File: src/rtl/mult_seq_pkg.sv
// Shared types and constants for the sequential shift-add multiplier.
// Defaults track the codebase data width; STEP selects bits retired per cycle.
package mult_seq_pkg;

  localparam int unsigned DATA_WIDTH     = 32;
  localparam int unsigned MULT_WIDTH_DEF = DATA_WIDTH;

  localparam int unsigned STEP_1 = 1;
  localparam int unsigned STEP_2 = 2;
  localparam int unsigned STEP_4 = 4;

  typedef enum logic [1:0] {
    ST_IDLE = 2'd0,
    ST_CALC = 2'd1,
    ST_FIX  = 2'd2
  } mult_state_t;

  // Width of a counter that must reach n-1.
  function automatic int unsigned cnt_width(input int unsigned n);
    return (n < 2) ? 1 : $clog2(n);
  endfunction

  function automatic bit step_is_legal(input int unsigned s);
    return (s == STEP_1) || (s == STEP_2) || (s == STEP_4);
  endfunction

endpackage

File: src/rtl/mult_seq_step.sv
// One STEP-bit partial-product slice: accumulator high half plus |A| times the
// current multiplier chunk, returned with its carry bits.
module mult_seq_step
  import mult_seq_pkg::*;
#(
  parameter int unsigned WIDTH = MULT_WIDTH_DEF,
  parameter int unsigned STEP  = STEP_1
) (
  input  logic [WIDTH-1:0]      i_acc_hi,
  input  logic [WIDTH-1:0]      i_mcand,
  input  logic [STEP-1:0]       i_chunk,
  output logic [WIDTH+STEP-1:0] o_sum_c
);

  localparam int unsigned SW = WIDTH + STEP;

  always_comb begin
    o_sum_c = SW'(i_acc_hi);
    for (int i = 0; i < int'(STEP); i++) begin
      if (i_chunk[i]) begin
        o_sum_c = o_sum_c + (SW'(i_mcand) << i);
      end
    end
  end

endmodule

File: src/rtl/mult_seq_param.sv
// Multi-cycle shift-add multiplier with start/done handshake and signed mode.
// Define MULT_SEQ_OVF_EN to add the registered OVF output.
module mult_seq_param
  import mult_seq_pkg::*;
#(
  parameter int unsigned WIDTH = MULT_WIDTH_DEF,
  parameter int unsigned STEP  = STEP_1
) (
  input  logic             CLK,
  input  logic             RST,
  input  logic             START,
  input  logic             SIGNED,
  input  logic [WIDTH-1:0] A,
  input  logic [WIDTH-1:0] B,
  output logic             READY,
  output logic             DONE,
  output logic [WIDTH-1:0] HI,
  output logic [WIDTH-1:0] LO
`ifdef MULT_SEQ_OVF_EN
  ,
  output logic             OVF
`endif
);

  localparam int unsigned N     = WIDTH / STEP;
  localparam int unsigned AW    = 2 * WIDTH;
  localparam int unsigned SW    = WIDTH + STEP;
  localparam int unsigned CNT_W = cnt_width(N);

  mult_state_t      r_state,  w_state_nxt;
  logic             r_ready,  w_ready_nxt;
  logic             r_done,   w_done_nxt;
  logic             r_sign_a, w_sign_a_nxt;
  logic             r_sign_b, w_sign_b_nxt;
  logic [WIDTH-1:0] r_mag_a,  w_mag_a_nxt;
  logic [WIDTH-1:0] r_mplr,   w_mplr_nxt;
  logic [AW-1:0]    r_acc,    w_acc_nxt;
  logic [CNT_W-1:0] r_cnt,    w_cnt_nxt;
  logic [WIDTH-1:0] r_hi,     w_hi_nxt;
  logic [WIDTH-1:0] r_lo,     w_lo_nxt;
  logic [SW-1:0]    w_sum;
  logic [AW-1:0]    w_prod;
`ifdef MULT_SEQ_OVF_EN
  logic             r_signed, w_signed_nxt;
  logic             r_ovf,    w_ovf_nxt;
`endif

  mult_seq_step #(
    .WIDTH (WIDTH),
    .STEP  (STEP)
  ) u_step (
    .i_acc_hi (r_acc[AW-1:WIDTH]),
    .i_mcand  (r_mag_a),
    .i_chunk  (r_mplr[STEP-1:0]),
    .o_sum_c  (w_sum)
  );

  // Next-state and datapath updates.
  always_comb begin
    w_state_nxt  = r_state;
    w_done_nxt   = 1'b0;
    w_sign_a_nxt = r_sign_a;
    w_sign_b_nxt = r_sign_b;
    w_mag_a_nxt  = r_mag_a;
    w_mplr_nxt   = r_mplr;
    w_acc_nxt    = r_acc;
    w_cnt_nxt    = r_cnt;
    w_hi_nxt     = r_hi;
    w_lo_nxt     = r_lo;
`ifdef MULT_SEQ_OVF_EN
    w_signed_nxt = r_signed;
    w_ovf_nxt    = r_ovf;
`endif
    w_prod = (r_sign_a ^ r_sign_b) ? (~r_acc + AW'(1)) : r_acc;

    case (r_state)
      ST_IDLE: begin
        if (START) begin
          w_sign_a_nxt = A[WIDTH-1] & SIGNED;
          w_sign_b_nxt = B[WIDTH-1] & SIGNED;
          w_mag_a_nxt  = (A[WIDTH-1] & SIGNED) ? (~A + WIDTH'(1)) : A;
          w_mplr_nxt   = (B[WIDTH-1] & SIGNED) ? (~B + WIDTH'(1)) : B;
          w_acc_nxt    = '0;
          w_cnt_nxt    = '0;
          w_state_nxt  = ST_CALC;
`ifdef MULT_SEQ_OVF_EN
          w_signed_nxt = SIGNED;
`endif
        end
      end
      ST_CALC: begin
        // Slice sum (with carry) lands on top; shift retires STEP low bits.
        w_acc_nxt  = AW'({w_sum, r_acc[WIDTH-1:0]} >> STEP);
        w_mplr_nxt = r_mplr >> STEP;
        w_cnt_nxt  = r_cnt + CNT_W'(1);
        if (r_cnt == CNT_W'(N - 1)) begin
          w_state_nxt = ST_FIX;
        end
      end
      ST_FIX: begin
        w_hi_nxt    = w_prod[AW-1:WIDTH];
        w_lo_nxt    = w_prod[WIDTH-1:0];
        w_done_nxt  = 1'b1;
        w_state_nxt = ST_IDLE;
`ifdef MULT_SEQ_OVF_EN
        w_ovf_nxt = r_signed ? (w_prod[AW-1:WIDTH] != {WIDTH{w_prod[WIDTH-1]}})
                             : (w_prod[AW-1:WIDTH] != '0);
`endif
      end
      default: begin
        w_state_nxt = ST_IDLE;
      end
    endcase

    w_ready_nxt = (w_state_nxt == ST_IDLE);
  end

  always_ff @(posedge CLK) begin
    if (!RST) begin
      r_state  <= ST_IDLE;
      r_ready  <= 1'b1;
      r_done   <= 1'b0;
      r_sign_a <= 1'b0;
      r_sign_b <= 1'b0;
      r_mag_a  <= '0;
      r_mplr   <= '0;
      r_acc    <= '0;
      r_cnt    <= '0;
      r_hi     <= '0;
      r_lo     <= '0;
`ifdef MULT_SEQ_OVF_EN
      r_signed <= 1'b0;
      r_ovf    <= 1'b0;
`endif
    end else begin
      r_state  <= w_state_nxt;
      r_ready  <= w_ready_nxt;
      r_done   <= w_done_nxt;
      r_sign_a <= w_sign_a_nxt;
      r_sign_b <= w_sign_b_nxt;
      r_mag_a  <= w_mag_a_nxt;
      r_mplr   <= w_mplr_nxt;
      r_acc    <= w_acc_nxt;
      r_cnt    <= w_cnt_nxt;
      r_hi     <= w_hi_nxt;
      r_lo     <= w_lo_nxt;
`ifdef MULT_SEQ_OVF_EN
      r_signed <= w_signed_nxt;
      r_ovf    <= w_ovf_nxt;
`endif
    end
  end

  assign READY = r_ready;
  assign DONE  = r_done;
  assign HI    = r_hi;
  assign LO    = r_lo;
`ifdef MULT_SEQ_OVF_EN
  assign OVF   = r_ovf;
`endif

endmodule

File: config.mk
export PLATFORM = sky130hd
export DESIGN_NAME = mult_seq_param
export DESIGN_NICKNAME = d
export VERILOG_FILES = /design/src/rtl/mult_seq_pkg.sv /design/src/rtl/mult_seq_step.sv /design/src/rtl/mult_seq_param.sv
export SDC_FILE = /design/constraint.sdc
export NUM_CORES = 1
export LEC_CHECK = 0
export CAP_MARGIN = 20
export CORE_MARGIN = 10
export CORE_UTILIZATION = 69
export DETAILED_ROUTE_END_ITERATION = 16
export DONT_BUFFER_PORTS = 1
export PLACE_DENSITY = 0.85
export SLEW_MARGIN = 20
export SYNTH_ARGS = -nofsm -noshare
export SYNTH_HDL_FRONTEND = slang
export SYNTH_SLANG_ARGS = --single-unit
File: constraint.sdc
create_clock -name CLK -period 7.8 [get_ports CLK]
set_input_delay 1.56 -clock CLK [delete_from_list [all_inputs] [get_ports CLK]]
set_output_delay 1.56 -clock CLK [all_outputs]
set_load 0.005 [all_outputs]
* Word level (Yosys, flattened, before mapping)
Cells that the tools add are included.
** Storage, ports and cells
- Flip-flop bits (word level) :: 203
- Bits in latches :: 0
- Bits in writable memories :: 0
- ROM bits :: 0
- Logic and storage cells :: 45
- Memories kept :: 0
** Cells by class
- Add/subtract/negate cells :: 5
- Multiply operators :: 0
- Div/mod/pow operators :: 0
- Order comparisons :: 0
- Equality and inequality tests :: 4
- Shift operators :: 0
- Mux-type cells :: 14
- Bitwise operators :: 6
- Reductions and logical operators :: 5
** Operators by type and width (count)
- $mux W64 :: 2
- $pmux W64 S2 :: 1
- $mux W32 :: 3
- $add A32 B1 Y32 const B :: 2
- $add A64 B1 Y64 const B :: 1
- $not A32 Y32 :: 2
- $not A64 Y64 :: 1
- $pmux W32 S2 :: 1
- $add A32 B32 Y33 :: 1
- $mux W33 :: 1
- $pmux W5 S2 :: 1
- $add A5 B1 Y5 const B :: 1
- $eq A5 B5 Y1 const B :: 1
- $mux W5 :: 1
- $logic_not A2 Y1 :: 2
- $mux W2 :: 2
- $pmux W2 S2 :: 1
- $reduce_and A2 Y1 :: 2
- $and A1 B1 Y1 :: 2
- $eq A2 B1 Y1 const B :: 1
- $eq A2 B2 Y1 const B :: 1
- $ne A2 B2 Y1 const B :: 1
- $reduce_bool A2 Y1 :: 1
- $mux W1 :: 1
- $xor A1 B1 Y1 :: 1

* Longest topological paths before layout
Gate-level depths: netlist of the first run.
- Word-level depth :: 5
- Gate-level depth with buffers :: 11

* Modules after synthesis
A second synthesis of the first run with hierarchy kept.
** Unflattened totals
- Cells, all modules :: 1533
- Area total of the unflattened synthesis :: 12539.5 µm²
** Modules (own cells, without submodules)
- mult_seq_param :: instances 1, cells each 1197, area an instance 10212.3 µm²
- mult_seq_step :: instances 1, cells each 336, area an instance 2327.2 µm²

* Worst setup path after synthesis of the first run
No wires, ideal clock.
- Path kind :: in2reg
- Start :: input port B[4]
- End :: register r_mplr[27]
- Setup time :: 128 ps
- Arrival :: 3554 ps
- Data required time :: 7672 ps
- Path slack :: 4118 ps
- Stages on the path :: 9
- Path buffers :: 1
- Cells stage by stage :: or3_1 clkbuf_1 nor4b_1 and2_1 nor2b_1 a21oi_1 xor2_1 a222oi_1 nor2_1
** Between the ends
- Cells in the longest elaborated chain, start to end :: 5
** RTL lines
- from (decl) :: RTL line mult_seq_param.sv:14 : input logic [WIDTH-1:0] B,
- $not A32 Y32 :: RTL line mult_seq_param.sv:82 : w_mplr_nxt = (B[WIDTH-1] & SIGNED) ? (~B + WIDTH'(1)) : B;
- $add A32 B1 Y32 :: RTL line mult_seq_param.sv:82
- $mux W32 :: RTL line mult_seq_param.sv:82
- $mux W32 :: RTL line mult_seq_param.sv:78 : if (START) begin
- $pmux W32 S2 :: RTL line mult_seq_param.sv:76 : case (r_state)
- to (signal assigned) :: RTL line mult_seq_param.sv:142 : r_mplr <= w_mplr_nxt;
- to (decl) :: RTL line mult_seq_param.sv:36 : logic [WIDTH-1:0] r_mplr, w_mplr_nxt;
No other way between the ends. The select of a mux whose other input is x is not followed.
A chain may end at the register's enable or synchronous reset.

* Worst setup path in the final report of the first run
- Start :: input port B[1]
- End :: register r_mplr[25]
Same word-level chain as after synthesis.

==> impl_results.md, run 1 <==
* Die extent in y at 148.8 um
* Via Count at 10.28k
* Vias in the first global route at 9587
* Die X at 148.8 um
* Routed len/inst at 18.37 um
* Via/cell ratio at 6.467
* Clk pin slew, worst setup/hold paths at 0.06 ns
* Core box area at 0.01641 mm^2
* Max Clk Rate at 271.3 MHz
* Worst-Margin Slew at 1.057 ns
* Post-synthesis adder-cell area fraction at 0.04221
* Global-route wire length before repair at 47.51 mm
* Dpl hpwl at 20.53 mm
* Total global routing overflow at 0
* Placer Congestion at 0.9589
* CP bufs+invs at 0
* Setup Total Neg Slack at 0 ns
* Critical path cell sequence: nor3_1, nor4b_1, and2_1, nor2b_1, a21oi_1, xor2_1, a222oi_1, nor2_1
* XOR/XNOR Fraction of Synth Area at 0.1003
* Fin Hold WS at 0.4575 ns
* Slowest CP cell: nor4b_1
* Iteration-0 DRC Markers at 1043
* Setup skew after layout at 0.01769 ns
* Endpoints failing hold at 0
* Area growth syn-to-layout at 5.774%
* Initial cell density of the core at 0.6974
* Sequential power share at 0.478
* Post-Synth Simple-Gate Area at 0.1952
* Area leader, netlist: dfxtp_1
* Post_cts resized at 0
* Total power per unit cell area at 189.7 mW/mm^2
* Main combinational cell family by area after synthesis: compound AO/OA/AOI/OAI gates
* IO buf count at 0
* Crit-path max FO at 6
* Fill count at 1242
* Worst EP arrival at 4.02 ns
* CTS Buf Count at 21
* Largest net degree at the start of global routing at 98
* Routed Antenna Nets at 0
* Root buffer cell: clkbuf_16
* EDFF count, synth at 0
* Drt pass-1 iters at 6
* Commonest cells post-synth: nor2_1 (226), dfxtp_1 (203), a21oi_1 (119)
* Status: complete, no violations
* Area share of the largest cell type after synthesis at 0.3552
* CTS Sinks at 203
* Synth cell types at 68
* Async SR Flop Fraction at 0
* Worst setup EP type: register
* DR DRC count at 0
* #FFs+latches synth at 203
* Row count at 47
* Syn_area_per_cell at 8.069 um^2
* H-tree Lvls at 1
* Top delay family on crit path: simple AND/OR/NAND/NOR gates
* Final core occ at 0.7377
* I/O pins at 134
* Internal power at 0.001713 W
* Placed cell count at 1553
* WS Path Type: in -> reg
* Cell with the most instances after synthesis: nor2_1
* Fin crit period at 3.686 ns
* Final-stage net count at 1462
* RSZ-0062 raised after global routing: no
* Warnings from Yosys at 0
* Area contributors post-synth: dfxtp_1 (36%), nor2_1 (7.4%), xnor2_1 (5.7%)
* Hold Path Class: reg -> reg
* Setup violations, final at 0
* Antenna diode count at 0
* Total global-route track usage at 0.2510
* Clock Path Buffers at 3
* Main flop type after synthesis: dfxtp_1
* Number of max-cap violations at 0
* Syn Nets at 1524
* Setup bufs post-CTS at 0
* Mux contribution to synthesized area at 0.008748
* CTS tree: done
* VDD IR max at 0.1669 mV
* Share of cells above drive strength 1 at 0.04529
* Worst-Skew Late Latency at 0.49 ns
* Slew HR at 0.2952
* Clock power frac at 0.411
* Die area at 0.02213 mm^2
* Switching power share of the total at 0.2539
* Final WL at 29.19 mm
* CP required at 8.13 ns
* Synth Instances at 1418
* Post-route insts no fill at 1589
* CP peak stage delay at 0.63 ns
* Static Leak at 4.471 nW
* Register area share after synthesis at 0.3552
* Mapped cell area at 0.01144 mm^2
* Setup crit start kind: primary input
* Fin crit share at 0.4726
* Hold Buf Count CTS at 0
* Gate power share at 0.111
* Final Max Slew Viols at 0
* Switching power at 0.0005828 W
* Number of antenna violations at the first check in global routing at 0
* Compound-Gate Fraction of Synth Area at 0.2564
==> power groups by stage <==
| stage | Combinational, W | Clock (W) | Sequential [W] |
|---|---|---|---|
| global route | 0.000284 | 0.00100 | 0.00110 |
| global placement | 0.000244 | 0 | 0.00112 |
| CTS | 0.000252 | 0.000956 | 0.00110 |
| floorplan | 0.000211 | 0 | 0.00110 |
| finish | 0.000255 | 0.000943 | 0.00110 |
| detailed placement | 0.000250 | 0 | 0.00112 |
==> state kept, by name (all words and copies together), names as in the netlist <==
signal	cells
HI	32
READY	1
r_sign_a	1
LO	32
r_mag_a	32
r_sign_b	1
r_acc	64
r_mplr	32
r_cnt	5
r_state	2
DONE	1
==> through the flow <==
stage	setup slack, ns	total power (W)	cell area (um^2)
after CTS	4.211	0.002303	12100
after floorplan	4.118	0.001314	11440
after global placement	3.800	0.001361	11450
after detailed placement	3.716	0.001368	11450
final	4.114	0.002295	12100
after global routing	3.918	0.002384	12100
==> area by class of cell <==
cell class	count	area (um^2)	share of cell area
repair buffers	8	60.06	0.004962
flip-flops and latches	203	4064	0.3358
inverters	34	130.1	0.01075
well taps	220	275.3	0.02274
clock buffers	32	626.9	0.05179
multi-input cells	1088	6924	0.5721
clock inverters	4	22.52	0.001861
==> worst register-to-register path, cell delays in order, from the launching register on <==
cell       delay (ns)
dfxtp_1          0.48
ha_1             0.25
inv_1            0.06
fa_1             0.40
nor2b_1          0.20
o2111ai_1        0.17
a21oi_1          0.22
o21ai_0          0.27
a211o_1          0.37
a31oi_1          0.44
nor3_1           0.10
o32ai_1          0.26
==> path summary, 6_finish.rpt <==
kind | from | end | slack (ns) | cells past startpoint
worst max-delay path | B[1] | r_mplr[25] | 4.11 | 8
worst min-delay path | r_mplr[31] | r_mplr[31] | 0.46 | 2
worst max register to register | r_acc[32] | r_acc[55] | 4.50 | 11
worst min register to register | r_mplr[31] | r_mplr[31] | 0.46 | 2
==> logic make-up after synthesis <==
logic type                 after synthesis
DFF                                    203
buffers and inverters                  127
xor gates and xnor gates               131
AOI/OAI and AO/OA                      440
and+or+nand+nor                        469
muxes                                   10
adders and majority gates               38
==> placed cells by master, fill, tap and decap left out, types with 11 or more instances in the layout <==
cell type  count
nor3_1        32
ha_1          37
xnor2_1       74
o21ai_0       77
nor2_1       225
a21o_1        20
xor2_1        56
a211oi_1      50
or3_1         20
a31oi_1       20
nand2_1       91
inv_1         33
nand3_1       13
dfxtp_1      203
a21oi_1      119
a22oi_1       46
and3_1        13
nor4_1        11
a222oi_1      39
clkbuf_16     21
==> layer usage <==
layer	GRT usage	wire length [um]
met3	0.07464	3180
met1	0.3418	12650
met2	0.3834	12880
met5	0	0
met4	0.05937	480
Note: power is estimated with default switching activity, not from simulation.
==> inputs of run 2 (changes only) <==
--- a/config.mk
+++ b/config.mk
@@ -7,10 +7,10 @@
 export LEC_CHECK = 0
 export CAP_MARGIN = 20
 export CORE_MARGIN = 10
-export CORE_UTILIZATION = 69
+export CORE_UTILIZATION = 58
 export DETAILED_ROUTE_END_ITERATION = 16
 export DONT_BUFFER_PORTS = 1
-export PLACE_DENSITY = 0.85
+export PLACE_DENSITY = 0.76
 export SLEW_MARGIN = 20
 export SYNTH_ARGS = -nofsm -noshare
 export SYNTH_HDL_FRONTEND = slang
==> constraint.sdc (replaced) <==
create_clock -name CLK -period 3.26 [get_ports CLK]
set_input_delay 0.652 -clock CLK [delete_from_list [all_inputs] [get_ports CLK]]
set_output_delay 0.652 -clock CLK [all_outputs]
set_load 0.005 [all_outputs]
==> run 2 against run 1 <==
  * Count of clock-buffer cells in the layout down 1
  * Critical path depth increased by 3
  * Largest power group unchanged
  * Sequential share of layout area fell by 0.88 points
  * First-iteration DRC count fell by 7.6%
  * Register-to-register slack got worse by 4.2 ns
  * Via count up 0.30%
  * Critical endpoint is now r_acc[59]
  * Core utilization decreased by 9.9 points
  * Combinational power up 140%
  * Cell count rose by 4.2%
==> impl_results.md, run 2 (same netlist as run 1, synthesis figures left out) <==
* Origin of the worst setup path: r_acc[32]
* Final Max Slew Viols at 0 (unchanged)
* Via/cell ratio at 6.228 (-3.7%)
* Largest reg by FF count: r_acc
* Largest net degree at the start of global routing at 124 (+27%)
* Setup violations, final at 0 (unchanged)
* Setup bufs post-CTS at 0 (unchanged)
* Clock power frac at 0.446 (+0.035)
* I/O pins at 134 (unchanged)
* Row count at 51 (+8.5%)
* WS Path Type: reg -> reg
* Setup skew after layout at 0.006882 ns (-0.01081 ns)
* Internal power at 0.004366 W (+150%)
* Fin crit period at 2.975 ns
* Number of max-cap violations at 0 (unchanged)
* Multi-input gate area in the final layout at 0.006922 mm^2 (about the same)
* Worst-Margin Slew at 0.8634 ns (-0.1939 ns)
* Sequential power share at 0.448 (-0.030)
* Final-stage net count at 1480 (+1.2%)
* Hold path cells at 2 (unchanged)
* IO buf count at 0 (unchanged)
* Worst setup EP type: register
* Root buffer cell: clkbuf_16
* Static Leak at 4.631 nW (+3.6%)
* Switching power share of the total at 0.2542 (+0.0003263)
* RSZ-0062 raised after global routing: no
* Max Clk Rate at 336.1 MHz
* Number of antenna violations at the first check in global routing at 0 (unchanged)
* Crit path capture: r_acc[59]
* DR DRC count at 0 (unchanged)
* FF-to-FF Start: r_acc[32]
* Worst EP arrival at 3.38 ns (-0.64 ns)
* Total global routing overflow at 0 (unchanged)
* CTS Sinks at 203 (unchanged)
* Highest routed layer: met4
* Vias in the first global route at 9401 (-1.9%)
* Dpl hpwl at 20.71 mm (+0.88%)
* Status: complete, no violations
* Drt pass-1 iters at 7 (+1)
* Clk pin slew, worst setup/hold paths at 0.06 ns (about the same)
* H-tree Lvls at 1 (unchanged)
* Clock Path Buffers at 3 (unchanged)
* Met3 WL post-DR at 3.065 mm (-3.6%)
* WL met2 at 12.21 mm (-5.2%)
* Number of flip-flops in the largest register at 64 (unchanged)
* Antenna diode count at 0 (unchanged)
* Die area at 0.02575 mm^2 (+16%)
* Placer Congestion at 0.9332 (-2.7%)
* Share of cells above drive strength 1 at 0.06043 (+0.01514)
* Setup Total Neg Slack at 0 ns (unchanged)
* Most frequent cells in the layout: nor2_1 (226), dfxtp_1 (203), a21oi_1 (119)
* Slew HR at 0.4244 (+0.1292)
* Die X at 160.5 um (+7.9%)
* Routed Antenna Nets at 0 (unchanged)
* CTS Buf Count at 23 (+9.5%)
* Worst-Skew Late Latency at 0.52 ns (+0.03 ns)
* Final WL at 29.38 mm (+0.66%)
* Crit-path max FO at 5 (-1)
* Total power per unit cell area at 471.1 mW/mm^2 (+150%)
* Fill count at 1705 (+37%)
* Total global-route track usage at 0.2176 (-0.03344)
* Routed len/inst at 17.75 um (-3.3%)
* VDD IR max at 0.3633 mV (+120%)
* Setup crit start kind: register
* Area growth syn-to-layout at 8.606%
* CP required at 3.66 ns (-4.47 ns)
* Core box area at 0.01946 mm^2 (+19%)
* Final core occ at 0.6385 (-0.09916)
* Post_cts resized at 0 (unchanged)
* Most common cell after layout, fill and taps aside: nor2_1
* Gate power share at 0.107 (-0.004)
* Hold Path Class: in -> reg
* Post-Route M1 WL at 13.55 mm (+7.1%)
* Via Count at 10.31k (+0.30%)
* Global-route wire length before repair at 48.53 mm (+2.1%)
* Initial cell density of the core at 0.5879 (-0.1095)
* Die extent in y at 160.5 um (+7.9%)
* R2R cell count at 11 (unchanged)
* Endpoints failing hold at 0 (unchanged)
* Reg2reg setup slack at 0.28 ns (-4.22 ns)
* Register area at 0.004064 mm^2 (unchanged)
* Switching power at 0.001488 W (+160%)
* CTS tree: done
* Hold Buf Count CTS at 0 (unchanged)
* Worst reg2reg endpoint: r_acc[59]
* Fin crit share at 0.9127
* Iteration-0 DRC Markers at 964 (-7.6%)
==> run 2: changes by cell type in the layout (fill, tap and decap cells not counted), sizes merged <==
cell,previous run,this run
buf,8,24
bufinv,0,2
clkbuf,32,31
clkinv,3,7
clkinvlp,1,0
inv,34,35
==> run 2: power by group through the flow <==
stage / logic (W) / clock network, W / registers [W]
3_3_place_gp: 0.000605 / 0 / 0.00267
2_1_floorplan: 0.000506 / 0 / 0.00264
5_1_grt: 0.000696 / 0.00276 / 0.00263
6_report: 0.000624 / 0.00261 / 0.00262
4_1_cts: 0.000618 / 0.00266 / 0.00262
3_5_place_dp: 0.000614 / 0 / 0.00267
==> run 2: per-layer routing <==
metal / global-route usage / vias up
met1: 0.3119 / 4752
met2: 0.3179 / 402
li1: - / 5105
met5: 0 / -
met3: 0.05521 / 48
met4: 0.05301 / 0
==> run 2: how the worst min path moves through the flow <==
stage / startpoint / to / slack (ns)
CTS: RST / r_acc[59] / 0.24
global route: RST / r_cnt[3] / 0.25
global placement: r_mplr[31] / r_mplr[31] / 0.44
detailed placement: r_mplr[31] / r_mplr[31] / 0.45
floorplan: r_mplr[31] / r_mplr[31] / 0.44
finish: RST / r_acc[59] / 0.25
==> run 2: critical path, stage by stage, from the launching register on <==
cell and delay, ns:
dfxtp_1 0.34, ha_1 0.21, inv_1 0.07, fa_1 0.39, nor2b_1 0.18, o2111ai_1 0.15, a21oi_1 0.21, o21ai_0 0.22
a211o_1 0.35, a31oi_1 0.37, mux2i_1 0.28, nand3_1 0.09
==> run 2: final cells by class <==
| cell class | count | share of cell area |
|---|---|---|
| multi-input combinational | 1088 | 0.5570 |
| sequential | 203 | 0.3270 |
| clock buffer | 31 | 0.05276 |
| tap | 265 | 0.02668 |
| timing repair buffer | 24 | 0.01651 |
| inverter | 34 | 0.01047 |
| clock inverter | 10 | 0.009565 |
==> run 2: through the flow <==
stage | hold WS [ns] | setup WS, ns | area (um^2) | std cells | total power [W]
floorplan | 0.4357 | 0.4863 | 11440 | 1418 | 0.003145
global route | 0.2463 | 0.03797 | 12430 | 1655 | 0.006081
detailed placement | 0.4516 | 0.3434 | 11650 | 1614 | 0.003285
finish | 0.2547 | 0.2845 | 12430 | 1655 | 0.005855
CTS | 0.2387 | 0.3104 | 12430 | 1655 | 0.005899
global placement | 0.4434 | 0.3748 | 11650 | 1614 | 0.003275
==> inputs of run 3 (changes only) <==
--- a/config.mk
+++ b/config.mk
@@ -7,10 +7,9 @@
 export LEC_CHECK = 0
 export CAP_MARGIN = 20
 export CORE_MARGIN = 10
-export CORE_UTILIZATION = 58
+export CORE_UTILIZATION = 51
 export DETAILED_ROUTE_END_ITERATION = 16
-export DONT_BUFFER_PORTS = 1
-export PLACE_DENSITY = 0.76
+export PLACE_DENSITY = 0.77
 export SLEW_MARGIN = 20
 export SYNTH_ARGS = -nofsm -noshare
 export SYNTH_HDL_FRONTEND = slang
==> run 3 against run 2 <==
  * Clock skew is 0.0060 ns higher
  * Worst hold slack improved by 0.20 ns
  * Cell count is 10% higher
  * Sequential power about the same
  * Sequential share of layout area decreased by 3.6 points
  * Die area increased by 12%
  * Total power up 0.23%
  * Core utilization is 0.27 points lower
  * Register-to-register slack worse by 0.09 ns
  * Largest cell class unchanged
  * Largest power group unchanged
==> impl_results.md, run 3 (same netlist as run 1, synthesis figures left out) <==
* Root buffer cell: clkbuf_16
* Area growth syn-to-layout at 22.01%
* IO buf count at 133 (+133)
* Worst EP arrival at 3.46 ns (+0.08 ns)
* Row count at 54 (+5.9%)
* Fill count at 1940 (+14%)
* Routed Antenna Nets at 0 (unchanged)
* Total global routing overflow at 0 (unchanged)
* Cell mode on critical path: a211oi_1
* Clock Path Buffers at 3 (unchanged)
* Largest reg by FF count: r_acc
* Worst-Skew Late Latency at 0.51 ns (about the same)
* WHS Endpoint: HI[18]
* Most common cell after layout, fill and taps aside: nor2_1
* Worst reg2reg endpoint: r_acc[61]
* Crit-path max FO at 5 (unchanged)
* Post_cts resized at 0 (unchanged)
* Hold Buf Count CTS at 0 (unchanged)
* Share of cells above drive strength 1 at 0.06981 (+0.009381)
* Reg2reg setup slack at 0.20 ns (-0.09 ns)
* CP required at 3.65 ns (about the same)
* Final instance area at 0.01396 mm^2 (+12%)
* Setup violations, final at 0 (unchanged)
* Total global-route track usage at 0.2049 (-0.01266)
* CP peak stage delay at 0.45 ns (+0.06 ns)
* Number of flip-flops in the largest register at 64 (unchanged)
* Most frequent cells in the layout: nor2_1 (226), dfxtp_1 (203), clkdlybuf4s50_1 (133)
* Clk pin slew, worst setup/hold paths at 0.06 ns (about the same)
* DR DRC count at 0 (unchanged)
* Static Leak at 5.228 nW (+13%)
* Placer Congestion at 0.9546 (+2.3%)
* Number of max-cap violations at 0 (unchanged)
* Setup crit start kind: register
* Worst-Margin Slew at 0.8200 ns (-0.04339 ns)
* R2R cell count at 11 (unchanged)
* Via Count at 10.84k (+5.1%)
* Die X at 169.8 um (+5.8%)
* Setup Total Neg Slack at 0 ns (unchanged)
* H-tree Lvls at 1 (unchanged)
* Core box area at 0.02196 mm^2 (+13%)
* Slew HR at 0.4522 (+0.02777)
* Die area at 0.02883 mm^2 (+12%)
* Final core occ at 0.6358 (-0.002726)
* Slowest CP cell: a211oi_1
* Placed cell count at 1787 (+11%)
* CTS Buf Count at 23 (unchanged)
* Setup skew after layout at 0.01284 ns (+0.005956 ns)
* CTS tree: done
* FF-to-FF Start: r_mag_a[0]
* Final WL at 30.83 mm (+4.9%)
* Hold path startpoint: HI[18]
* Number of antenna violations at the first check in global routing at 0 (unchanged)
* Fin crit period at 3.063 ns (+0.08736 ns)
* Max Clk Rate at 326.5 MHz (-2.9%)
* Vias in the first global route at 10.08k (+7.2%)
* Largest net degree at the start of global routing at 93 (-25%)
* Endpoints failing hold at 0 (unchanged)
* WS Path Type: reg -> reg
* Global-route wire length before repair at 50.64 mm (+4.3%)
* Hold Path Class: reg -> reg
* Drt pass-1 iters at 7 (unchanged)
* RSZ-0062 raised after global routing: no
* Iteration-0 DRC Markers at 993 (+3.0%)
* Final Max Slew Viols at 0 (unchanged)
* Fin crit share at 0.9395 (+0.02680)
* Via/cell ratio at 5.932 (-4.8%)
* Setup bufs post-CTS at 0 (unchanged)
* Status: complete, no violations
* Critical path cell sequence: ha_1, inv_1, fa_1, nor2b_1, o2111ai_1, a21oi_1, o21ai_0, a21o_1, a211oi_1, o2111a_1, a211oi_1
* Hold path cells at 2 (unchanged)
* Total power per unit cell area at 420.4 mW/mm^2 (-11%)
* Antenna diode count at 0 (unchanged)
* Final-stage net count at 1638 (+11%)
* Die extent in y at 169.8 um (+5.8%)
* Worst setup EP type: register
* Placed inst area at 0.01324 mm^2 (+14%)
* Initial cell density of the core at 0.5211 (-0.06683)
* CTS Sinks at 203 (unchanged)
* Routed len/inst at 16.88 um (-4.9%)
* Post-route insts no fill at 1827 (+10%)
* Dpl hpwl at 22.23 mm (+7.3%)
* VDD IR max at 0.2963 mV (-18%)
* I/O pins at 134 (unchanged)
-- run 3: changes by cell type in the layout (fill, tap and decap cells not counted), moves of 2 or more --
| cell | before | now |
|---|---|---|
| clkbuf_8 | 5 | 3 |
| buf_12 | 2 | 6 |
| clkdlybuf4s50_1 | 0 | 133 |
| buf_4 | 22 | 43 |
-- run 3: layer usage --
layer | wire [um] | GRT usage
met1 | 14530 | 0.2895
met2 | 13390 | 0.3137
met3 | 2524 | 0.04257
met4 | 388 | 0.04388
met5 | 0 | 0
-- run 3: layout make-up --
class | instances | area [um^2] | area share
Clock buffer | 29 | 628.1 | 0.04499
Clock inverter | 11 | 92.59 | 0.006632
Inverter | 34 | 130.1 | 0.009321
Multi-Input combinational cell | 1088 | 6922 | 0.4958
Sequential cell | 203 | 4064 | 0.2911
Tap cell | 280 | 350.3 | 0.02509
Timing Repair Buffer | 182 | 1774 | 0.1271
-- run 3: worst max-delay path by stage --
stage,startpoint,to
finish,r_mag_a[0],r_acc[61]
CTS,r_mag_a[0],r_acc[61]
floorplan,B[4],r_mplr[27]
global route,r_mag_a[0],r_acc[61]
global placement,B[8],r_mplr[25]
detailed placement,A[16],r_mag_a[28]
-- run 3: worst max-delay path, delay by kind of cell (launching register included) --
kind | cells | cell delay [ns]
flip-flops | 1 | 0.39
AND/OR/NAND/NOR | 1 | 0.19
buffers and inverters | 1 | 0.07
adder cells (fa/ha/maj) | 2 | 0.62
AO/OA/AOI/OAI | 7 | 1.69
-- run 3: through the flow --
stage / hold slack, ns / setup WS (ns) / total power, W
after CTS: 0.4590 / 0.2134 / 0.005918
after global placement: 0.4356 / 0.1246 / 0.003415
after detailed placement: 0.4454 / 0.05733 / 0.003429
after floorplan: 0.4357 / 0.4863 / 0.003145
after global routing: 0.4807 / 0.02720 / 0.006111
final: 0.4503 / 0.1972 / 0.005868
-- run 3: report_power, final --
group / leakage [nW] / internal (W) / total, W / switching, W
sequential: 1.65 / 0.00255 / 0.00262 / 0.0000706
combinational: 3.22 / 0.000328 / 0.000765 / 0.000437
clock: 0.361 / 0.00145 / 0.00248 / 0.00104
total: 5.23 / 0.00432 / 0.00587 / 0.00154
